### src/rtl/tile_loader.sv
// tile_loader: reads a contiguous DRAM byte run and streams it as MSB-first packed tiles (IDLE->FETCH->OUT->DONE).
// Optional TILE_LOADER_PREFETCH_EN adds a second buffer so the next tile is fetched while one waits in OUT.
module tile_loader #(
  parameter int TILE_WIDTH  = 256,
  parameter int ELEM_WIDTH  = 8,
  parameter int ADDR_WIDTH  = 24,
  parameter int LEN_WIDTH   = 20,
  parameter int MEM_LATENCY = 1
) (
  input  logic                  clk,
  input  logic                  rst,
  input  logic                  start,
  input  logic [ADDR_WIDTH-1:0] dram_addr,
  input  logic [LEN_WIDTH-1:0]  length,
  output logic                  busy,
  output logic                  mem_rd_en,
  output logic [ADDR_WIDTH-1:0] mem_addr,
  input  logic [7:0]            mem_rdata,
  output logic [TILE_WIDTH-1:0] tile_data,
  output logic                  tile_valid,
  input  logic                  tile_ready,
  output logic                  tile_last,
  output logic                  done
);
  localparam int NB = TILE_WIDTH / 8;
  localparam int EB = ELEM_WIDTH / 8;
  localparam int CW = LEN_WIDTH + $clog2(ELEM_WIDTH) + 1;
  localparam int IW = (NB > 1) ? $clog2(NB) : 1;
`ifdef TILE_LOADER_PREFETCH_EN
  localparam int MAX_PEND = 2;
`else
  localparam int MAX_PEND = 1;
`endif

  typedef enum logic [1:0] {IDLE, FETCH, OUT, DONE} state_t;
  state_t state, state_nxt;

  logic [ADDR_WIDTH-1:0] base_addr;
  logic [CW-1:0]         total_bytes, cur_base, next_base, out_base, g;
  logic [IW-1:0]         slot_cnt;
  logic                  iss_act, pad, tile_end, start_tile, handshake, active, cap_last;
  logic                  fbuf_full;
  logic [1:0]            pend;
  logic                  dl_v [MEM_LATENCY];
  logic                  dl_p [MEM_LATENCY];
  logic [IW-1:0]         dl_i [MEM_LATENCY];
  logic [TILE_WIDTH-1:0] fbuf, fbuf_nxt;

  assign active     = (state == FETCH) || (state == OUT);
  assign g          = cur_base + CW'(slot_cnt);
  assign pad        = (g >= total_bytes);
  assign tile_end   = iss_act && (slot_cnt == IW'(NB - 1));
  assign handshake  = tile_valid && tile_ready;
  // pend counts tiles whose fetch has started but which have not yet been handed off
  assign start_tile = active && (!iss_act || tile_end) && (next_base < total_bytes)
                      && ((int'(pend) - int'(handshake)) < MAX_PEND);

  assign mem_rd_en  = iss_act && !pad;
  assign mem_addr   = mem_rd_en ? (base_addr + ADDR_WIDTH'(g)) : '0;
  assign cap_last   = dl_v[MEM_LATENCY-1] && (dl_i[MEM_LATENCY-1] == IW'(NB - 1));

  assign busy       = (state != IDLE);
  assign tile_valid = (state == OUT);
  assign done       = (state == DONE);
  assign tile_last  = tile_valid && ((out_base + CW'(NB)) >= total_bytes);

  always_comb begin
    fbuf_nxt = fbuf;
    if (dl_v[MEM_LATENCY-1])
      fbuf_nxt[TILE_WIDTH-1-8*int'(dl_i[MEM_LATENCY-1]) -: 8] =
        dl_p[MEM_LATENCY-1] ? 8'h00 : mem_rdata;
  end

  always_comb begin
    state_nxt = state;
    case (state)
      IDLE:  if (start) state_nxt = (length == '0) ? DONE : FETCH;
      FETCH: if (cap_last) state_nxt = OUT;
      OUT: begin
        if (handshake) begin
          if (tile_last)                  state_nxt = DONE;
          else if (fbuf_full || cap_last) state_nxt = OUT;
          else                            state_nxt = FETCH;
        end
      end
      DONE:    state_nxt = IDLE;
      default: state_nxt = IDLE;
    endcase
  end

  always_ff @(posedge clk or posedge rst) begin
    if (rst) begin
      state       <= IDLE;
      base_addr   <= '0;
      total_bytes <= '0;
      cur_base    <= '0;
      next_base   <= '0;
      out_base    <= '0;
      slot_cnt    <= '0;
      iss_act     <= 1'b0;
      pend        <= '0;
      fbuf        <= '0;
      for (int k = 0; k < MEM_LATENCY; k++) begin
        dl_v[k] <= 1'b0;
        dl_p[k] <= 1'b0;
        dl_i[k] <= '0;
      end
    end else begin
      state   <= state_nxt;
      fbuf    <= fbuf_nxt;
      dl_v[0] <= iss_act;
      dl_p[0] <= pad;
      dl_i[0] <= slot_cnt;
      for (int k = 1; k < MEM_LATENCY; k++) begin
        dl_v[k] <= dl_v[k-1];
        dl_p[k] <= dl_p[k-1];
        dl_i[k] <= dl_i[k-1];
      end
      if (state == IDLE) begin
        if (start) begin
          base_addr   <= dram_addr;
          total_bytes <= CW'(length) * CW'(EB);
          cur_base    <= '0;
          next_base   <= CW'(NB);
          out_base    <= '0;
          slot_cnt    <= '0;
          iss_act     <= (length != '0);
          pend        <= (length != '0) ? 2'd1 : 2'd0;
        end
      end else begin
        if (start_tile) begin
          iss_act   <= 1'b1;
          slot_cnt  <= '0;
          cur_base  <= next_base;
          next_base <= next_base + CW'(NB);
        end else if (tile_end) begin
          iss_act  <= 1'b0;
          slot_cnt <= '0;
        end else if (iss_act) begin
          slot_cnt <= slot_cnt + IW'(1);
        end
        pend <= pend + (start_tile ? 2'd1 : 2'd0) - (handshake ? 2'd1 : 2'd0);
        if (handshake) out_base <= out_base + CW'(NB);
      end
    end
  end

`ifdef TILE_LOADER_PREFETCH_EN
  logic [TILE_WIDTH-1:0] obuf;

  // A tile completing while the output is still occupied parks in fbuf; no further slots
  // are issued until the output drains, so nothing overwrites it.
  always_ff @(posedge clk or posedge rst) begin
    if (rst) begin
      obuf      <= '0;
      fbuf_full <= 1'b0;
    end else if (cap_last && ((state == FETCH) || ((state == OUT) && handshake))) begin
      obuf <= fbuf_nxt;
    end else if (fbuf_full && handshake) begin
      obuf      <= fbuf;
      fbuf_full <= 1'b0;
    end else if (cap_last && (state == OUT)) begin
      fbuf_full <= 1'b1;
    end
  end

  assign tile_data = obuf;
`else
  assign fbuf_full = 1'b0;
  assign tile_data = fbuf;
`endif

endmodule

### config.mk
export PLATFORM = sky130hd
export DESIGN_NAME = tile_loader
export DESIGN_NICKNAME = d
export VERILOG_FILES = /design/src/rtl/tile_loader.sv
export SDC_FILE = /design/constraint.sdc
export NUM_CORES = 1
export LEC_CHECK = 0
export ABC_AREA = 0
export BUFFER_PORTS_ARGS = -buffer_cell sky130_fd_sc_hd__buf_2
export CORE_ASPECT_RATIO = 0.9
export CORE_MARGIN = 2
export CORE_UTILIZATION = 30
export DETAILED_ROUTE_END_ITERATION = 7
export GPL_ROUTABILITY_DRIVEN = 0
export REMOVE_ABC_BUFFERS = 1
export SKIP_LAST_GASP = 1
export SLEW_MARGIN = 0
export SYNTH_ARGS = -nofsm -noshare
export SYNTH_HDL_FRONTEND = slang
export SYNTH_SLANG_ARGS = --single-unit
### constraint.sdc
create_clock -name clk -period 19.2 [get_ports clk]
set_clock_uncertainty 0.2 [all_clocks]
set_input_delay 2.88 -clock clk [delete_from_list [all_inputs] [get_ports clk]]
set_output_delay 2.88 -clock clk [all_outputs]
set_load 0.01 [all_outputs]
==> metrics.csv, run 1 <==
stage;metric;value;unit
layout;share of layout cells above drive strength 1;0.282;
critical_path;CP Max Fanout;25;
layout;area of the multi-input gates;7620;um2
floorplan;DIE HEIGHT;233;um
layout;most frequent cells in the layout;dfrtp_1, buf_2, nand2_1, o21ai_0, mux2_2;
power;peak supply drop;0.135;mV
critical_path;type of origin of the critical path;register;
run_status;status;finished clean;
route;DR WL/cell;17.9;um
clocking;Post-CTS Hold Fix Bufs;0;
timing;min cycle time layout;8.68;ns
logic_synthesis;Syn. warnings;0;
min_path;worst min-delay path category;register to register;
clocking;CTS clk-pin slew, worst paths;0.07;ns
floorplan;DIE WIDTH;258;um
placed_design;dpl hpwl;36.0;mm
timing;final worst setup slack;10.52;ns
route;initial DRC count;874;
layout;area added between synthesis and finish;22.8;%
logic_synthesis;synthesized instance count;1654;
floorplan;Initial Util;0.305;
timing;period utilisation layout;0.452;
power;Pleak;0.0107;uW
grt;total grt overflow;0;
timing;fmax;115;MHz
critical_path;WP data arrival;5.60;ns
logic_synthesis;Synth Register Bits;375;
placed_design;IO Port Bufs;340;
timing;Fin. Hold Viols;0;
logic_synthesis;Seq/Total Area, Yosys;0.537;
floorplan;IO Count;341;
route;DRC Markers;0;
clocking;post-CTS setup buffers;0;
critical_path;Crit path largest cell delay;0.64;ns
logic_synthesis;number of flops mapped to enable cells by yosys;0;
floorplan;full die area;60200;um2
route;Post-DRT Antenna Nets;0;
route;vias;13612;
route;DRT Pass-1 Iters;5;
clocking;Num Clock Sinks;375;
min_path;hold path depth;2;
route;vias per cell;4.91;
floorplan;core area;57300;um2
grt;first-pass GRT wire length;76.9;mm
placed_design;Setup WS pre-CTS;11.13;ns
critical_path;required time of the critical path;16.12;ns
critical_path;crit-path cells;ha_1 -> a211oi_1 -> o21bai_1 -> a21oi_2 -> nor2_1 -> xnor2_1 -> ha_1 -> a21oi_1 -> o211ai_1 -> a2111oi_2 -> a21oi_1 -> or4b_1 -> o2111ai_1 -> nand4_2 -> nor4_1 -> buf_2;
critical_path;Crit Path Category;register to output port;
clocking;Clk Latency, worst-skew pair;0.59;ns
floorplan;cell row count;83;
logic_synthesis;ys flop type;dfrtp_1;
layout;Nets;2122;
clocking;Clock Path Buffers;3;
layout;flip-flop and latch area;9380;um2
logic_synthesis;ys async rst share;1.00;
timing;Slew Viols, Final;0;
critical_path;Critical Path Source;cur_base[4];
timing;Slew @ Worst Pin;1.19;ns
logic_synthesis;synthesized area;17500;um2
grt;initial antenna violation count;1;
critical_path;CP endpoint kind;output port;
critical_path;reg2reg start;cur_base[4];
layout;number of diodes;0;
run;max-cap viol count;0;
timing;RSZ-0062 raised after global routing;no;
logic_synthesis;Syn Area/Cell;10.6;um2
layout;most common cell after layout, fill and taps aside;dfrtp_1;
timing;final setup fails;0;
clocking;H-tree Lvls;2;
clocking;Root Driver;clkbuf_16;
clocking;total CTS buffers;44;
power;Power Density;146;nW/um2
route;Detailed Route WL;49.7;mm
layout;# fillers;5687;
grt;vias in the first global route;13350;
critical_path;R2R depth;14;
critical_path;CP max-delay cell;nand4_2;
clocking;CTS-repair resized insts;0;
grt;largest net degree at the start of global routing;108;
logic_synthesis;Yosys cell types;64;
timing;setup_tns;0;ns
grt;GRT Overall Usage;0.163;
clocking;CTS tree;yes;
timing;relative slew slack;0.206;
min_path;Min-Delay Startpoint;tile_data[45];
[sequential cells by signal (all words and copies together), names as in the netlist, 2 cells and up]
name and flops:
base_addr 24, cur_base 20, dl_i 5, next_base 19, out_base 19, pend 2
slot_cnt 5, state 2, tile_data 256, total_bytes 20
[through the flow]
| stage | utilization | hold slack (ns) | area, um2 | cells | power, uW |
|---|---|---|---|---|---|
| after CTS | 0.374 | 0.278 | 21500 | 2772 | 3180 |
| after detailed placement | 0.348 | 0.265 | 19900 | 2694 | 2290 |
| after floorplan | - | 0.222 | 17200 | 1577 | 1810 |
| after global routing | 0.374 | 0.297 | 21500 | 2772 | 3350 |
| after global placement | 0.348 | 0.256 | 19900 | 2694 | 2250 |
| final | 0.374 | 0.273 | 21500 | 2772 | 3140 |
[where the power goes]
| part | switching [uW] | leakage (uW) | internal, uW |
|---|---|---|---|
| combinational | 641 | 0.00548 | 426 |
| sequential | 164 | 0.00446 | 1030 |
| clock | 349 | 0.000748 | 523 |
| total | 1150 | 0.0107 | 1980 |
[path summary, 6_finish.rpt]
| check | slack, ns | end |
|---|---|---|
| worst max-delay path | 10.52 | mem_addr[19] |
| worst min-delay path | 0.27 | tile_data[45] |
| worst max register to register | 14.94 | dl_p |
| worst min register to register | 0.27 | tile_data[45] |
| max in group asynchronous | 14.33 | total_bytes[17] |
| min in group asynchronous | 2.19 | tile_data[204] |
[cells in the mapped netlist (3+ instances only)]
cell | count | area [um2]
and4_1 | 8 | 70.1
nand2b_1 | 18 | 113
mux2_2 | 124 | 1400
nor4_1 | 9 | 56.3
nand2_1 | 258 | 968
a211oi_1 | 8 | 60.1
dfrtp_1 | 375 | 9380
o31ai_1 | 16 | 120
o211ai_1 | 10 | 75.1
nand4_1 | 16 | 100
buf_2 | 4 | 20.0
xor2_1 | 22 | 193
and3_1 | 14 | 87.6
and2_1 | 12 | 75.1
buf_1 | 6 | 22.5
a21oi_1 | 37 | 185
nor2b_1 | 19 | 119
a22o_1 | 15 | 131
clkbuf_1 | 67 | 251
inv_1 | 46 | 173
ha_1 | 89 | 1110
a31oi_1 | 8 | 50.1
o21ai_0 | 219 | 1100
nor2_1 | 72 | 270
xnor2_1 | 35 | 307
nor3b_1 | 4 | 30.0
o2111ai_1 | 3 | 26.3
o21bai_1 | 3 | 22.5
o21a_1 | 5 | 37.5
a21o_1 | 22 | 165
nand3_1 | 53 | 265
nor3_1 | 15 | 75.1
[critical path, delay by kind of cell (launching register included)]
kind                     cells  cell delay, ns
AO/OA/AOI/OAI                8            1.77
XOR/XNOR                     1            0.25
adder cells (fa/ha/maj)      2            0.65
buffers and inverters        1            0.18
flip-flops                   1            0.45
AND/OR/NAND/NOR              4            1.71
[cell type report]
type	count	area share
Sequential cell	375	0.437
Tap cell	765	0.0446
Clock inverter	23	0.0140
Inverter	47	0.00857
Multi-Input combinational cell	1155	0.355
Timing Repair Buffer	352	0.0835
Clock buffer	55	0.0570
[per-layer routing]
metal,vias up,wire length (um),track usage
li1,6454,-,-
met4,2,1310,0.0551
met3,85,2710,0.0264
met1,6659,22600,0.220
met2,412,23100,0.265
met5,-,11,0
[cells by family (layout without fill, tap and decap cells)]
kind of cell | count (synthesis) | after routing | synth area share
xor gates and xnor gates | 57 | 57 | 0.0286
DFF | 375 | 375 | 0.537
AOI/OAI and AO/OA | 371 | 371 | 0.127
adders and majority gates | 91 | 91 | 0.0660
buffers and inverters | 124 | 477 | 0.0269
muxes | 125 | 125 | 0.0805
and+or+nand+nor | 511 | 511 | 0.134
Power figures use the tool's default switching activity.
==> inputs of run 2 (changes only) <==
Clock period 19.2 ns to 8.5 ns, I/O delays scaled along.
==> run 2 against run 1 <==
Compared with the run above: core utilization is 0.21 points lower; power up 120%; flip-flop and latch count did not move.
==> metrics.csv, run 2 (synthesized netlist as in run 1, its figures left out) <==
stage;metric;value;unit
power;clock power share;0.262;
critical_path;Crit path largest cell delay;0.65;ns
timing;Fin. Hold Viols;0;
grt;initial antenna violation count;1;
timing;min cycle time layout;7.11;ns
layout;most common cell after layout, fill and taps aside;dfrtp_1;
placed_design;dpl hpwl;35.9;mm
layout;fin util;0.372;
power;NetSw;2590;uW
route;vias per cell;4.94;
critical_path;crit-path cells;ha_1 -> inv_1 -> fa_1 -> nor2b_1 -> o31a_1 -> or2_2 -> nand4_1 -> xnor2_1 -> ha_1 -> a21oi_1 -> o211ai_1 -> a2111oi_2 -> a21oi_1 -> or4b_1 -> o2111ai_1 -> nand4_2 -> nor4_1 -> buf_2;
route;DR WL/cell;18.0;um
run_status;status;finished clean;
power;Pleak;0.0106;uW
clocking;Root Driver;clkbuf_16;
power;Power Density;325;nW/um2
route;Detailed Route WL;49.8;mm
power;Sequential Power Share;0.389;
clocking;Num Clock Sinks;375;
route;initial DRC count;1142;
clocking;Clock Path Buffers;3;
layout;area added between synthesis and finish;22.1;%
layout;share of layout cells above drive strength 1;0.278;
critical_path;type of origin of the critical path;register;
critical_path;CP endpoint kind;output port;
route;vias;13662;
grt;GRT Overall Usage;0.161;
clocking;Post-CTS Hold Fix Bufs;0;
layout;Nets;2119;
placed_design;IO Port Bufs;340;
clocking;CTS-repair resized insts;0;
floorplan;IO Count;341;
critical_path;CP max-delay cell;nand4_2;
clocking;total CTS buffers;42;
run;max-cap viol count;0;
floorplan;Initial Util;0.305;
power;peak supply drop;0.243;mV
grt;largest net degree at the start of global routing;178;
timing;Slew @ Worst Pin;1.29;ns
critical_path;required time of the critical path;7.03;ns
route;DRT Pass-1 Iters;5;
grt;vias in the first global route;13189;
grt;total grt overflow;0;
clocking;H-tree Lvls;2;
placed_design;Setup WS pre-CTS;2.04;ns
critical_path;CP Max Fanout;25;
min_path;worst min-delay path category;register to register;
power;total power;6940;uW
route;Post-DRT Antenna Nets;0;
layout;number of diodes;0;
critical_path;Crit path buffers/inverters;2;
floorplan;DIE HEIGHT;233;um
layout;Final Instance Area;21300;um2
critical_path;critical path's top delay family;simple AND/OR/NAND/NOR gates;
placed_design;Placed Area;19900;um2
timing;final worst setup slack;1.39;ns
route;DRC Markers;0;
timing;final setup fails;0;
clocking;CTS clk-pin slew, worst paths;0.06;ns
timing;period utilisation layout;0.836;
floorplan;cell row count;83;
clocking;Clk Latency, worst-skew pair;0.57;ns
power;internal power;4350;uW
timing;fmax;141;MHz
timing;RSZ-0062 raised after global routing;no;
power;Switching Share;0.373;
timing;Hold WS;0.272;ns
layout;most frequent cells in the layout;dfrtp_1, buf_2, nand2_1, o21ai_0, mux2_2;
clocking;CTS tree;yes;
timing;relative slew slack;0.140;
critical_path;WP data arrival;5.63;ns
timing;Slew Viols, Final;0;
power;Gate power share;0.348;
critical_path;Crit Path Category;register to output port;
floorplan;full die area;60200;um2
layout;max reg flops;256;
grt;first-pass GRT wire length;76.4;mm
floorplan;core area;57300;um2
floorplan;DIE WIDTH;258;um
clocking;post-CTS setup buffers;0;
[run 2: changes by cell type in the layout (fill, tap and decap cells not counted), sizes merged]
| cell | change |
|---|---|
| bufinv | -4 |
| clkbuf | +7 |
| buf | -1 |
| clkinv | -5 |
| clkinvlp | -1 |
[run 2: layout make-up]
| class | instances | area [um2] |
|---|---|---|
| Inverter | 47 | 184 |
| Clock buffer | 62 | 1250 |
| Sequential cell | 375 | 9380 |
| Tap cell | 765 | 957 |
| Fill cell | 5736 | 36000 |
| Clock inverter | 13 | 150 |
| Multi-Input combinational cell | 1155 | 7620 |
| Timing Repair Buffer | 351 | 1800 |
[run 2: worst paths after layout]
check | from | to | slack, ns | cells after the start
setup / recovery | cur_base[4] | mem_addr[19] | 1.39 | 18
hold / removal | tile_data[254] | tile_data[254] | 0.27 | 2
setup reg to reg | cur_base[4] | dl_p | 4.24 | 16
hold reg to reg | tile_data[254] | tile_data[254] | 0.27 | 2
max in group asynchronous | rst | tile_data[19] | 6.07 | 3
min in group asynchronous | rst | base_addr[22] | 0.58 | 2
[run 2: worst reg2reg max path, delay by kind of cell (launching register included)]
| kind | cells | cell delay (ns) |
|---|---|---|
| adder cells (fa/ha/maj) | 3 | 0.93 |
| buffers and inverters | 1 | 0.06 |
| AND/OR/NAND/NOR | 5 | 1.15 |
| XOR/XNOR | 1 | 0.24 |
| AO/OA/AOI/OAI | 6 | 1.04 |
| flip-flops | 1 | 0.46 |
[run 2: metal layers]
layer	wire (um)	up-vias	GRT usage
li1	-	6441	-
met5	0	-	0
met2	23100	437	0.261
met3	3030	79	0.0260
met1	22600	6705	0.221
met4	1100	0	0.0444
[run 2: per-stage QoR]
step | setup TNS, ns | std cells
global route | 0 | 2768
floorplan | -1271.48 | 1577
global placement | 0 | 2693
CTS | 0 | 2768
detailed placement | 0 | 2693
finish | 0 | 2768
[run 2: power groups by stage]
stage	clock network, uW	registers (uW)	logic [uW]
3_3_place_gp	0	2700	2380
2_1_floorplan	0	2830	1260
6_report	1820	2700	2420
5_1_grt	1950	2770	2690
3_5_place_dp	0	2730	2430
4_1_cts	1880	2700	2440
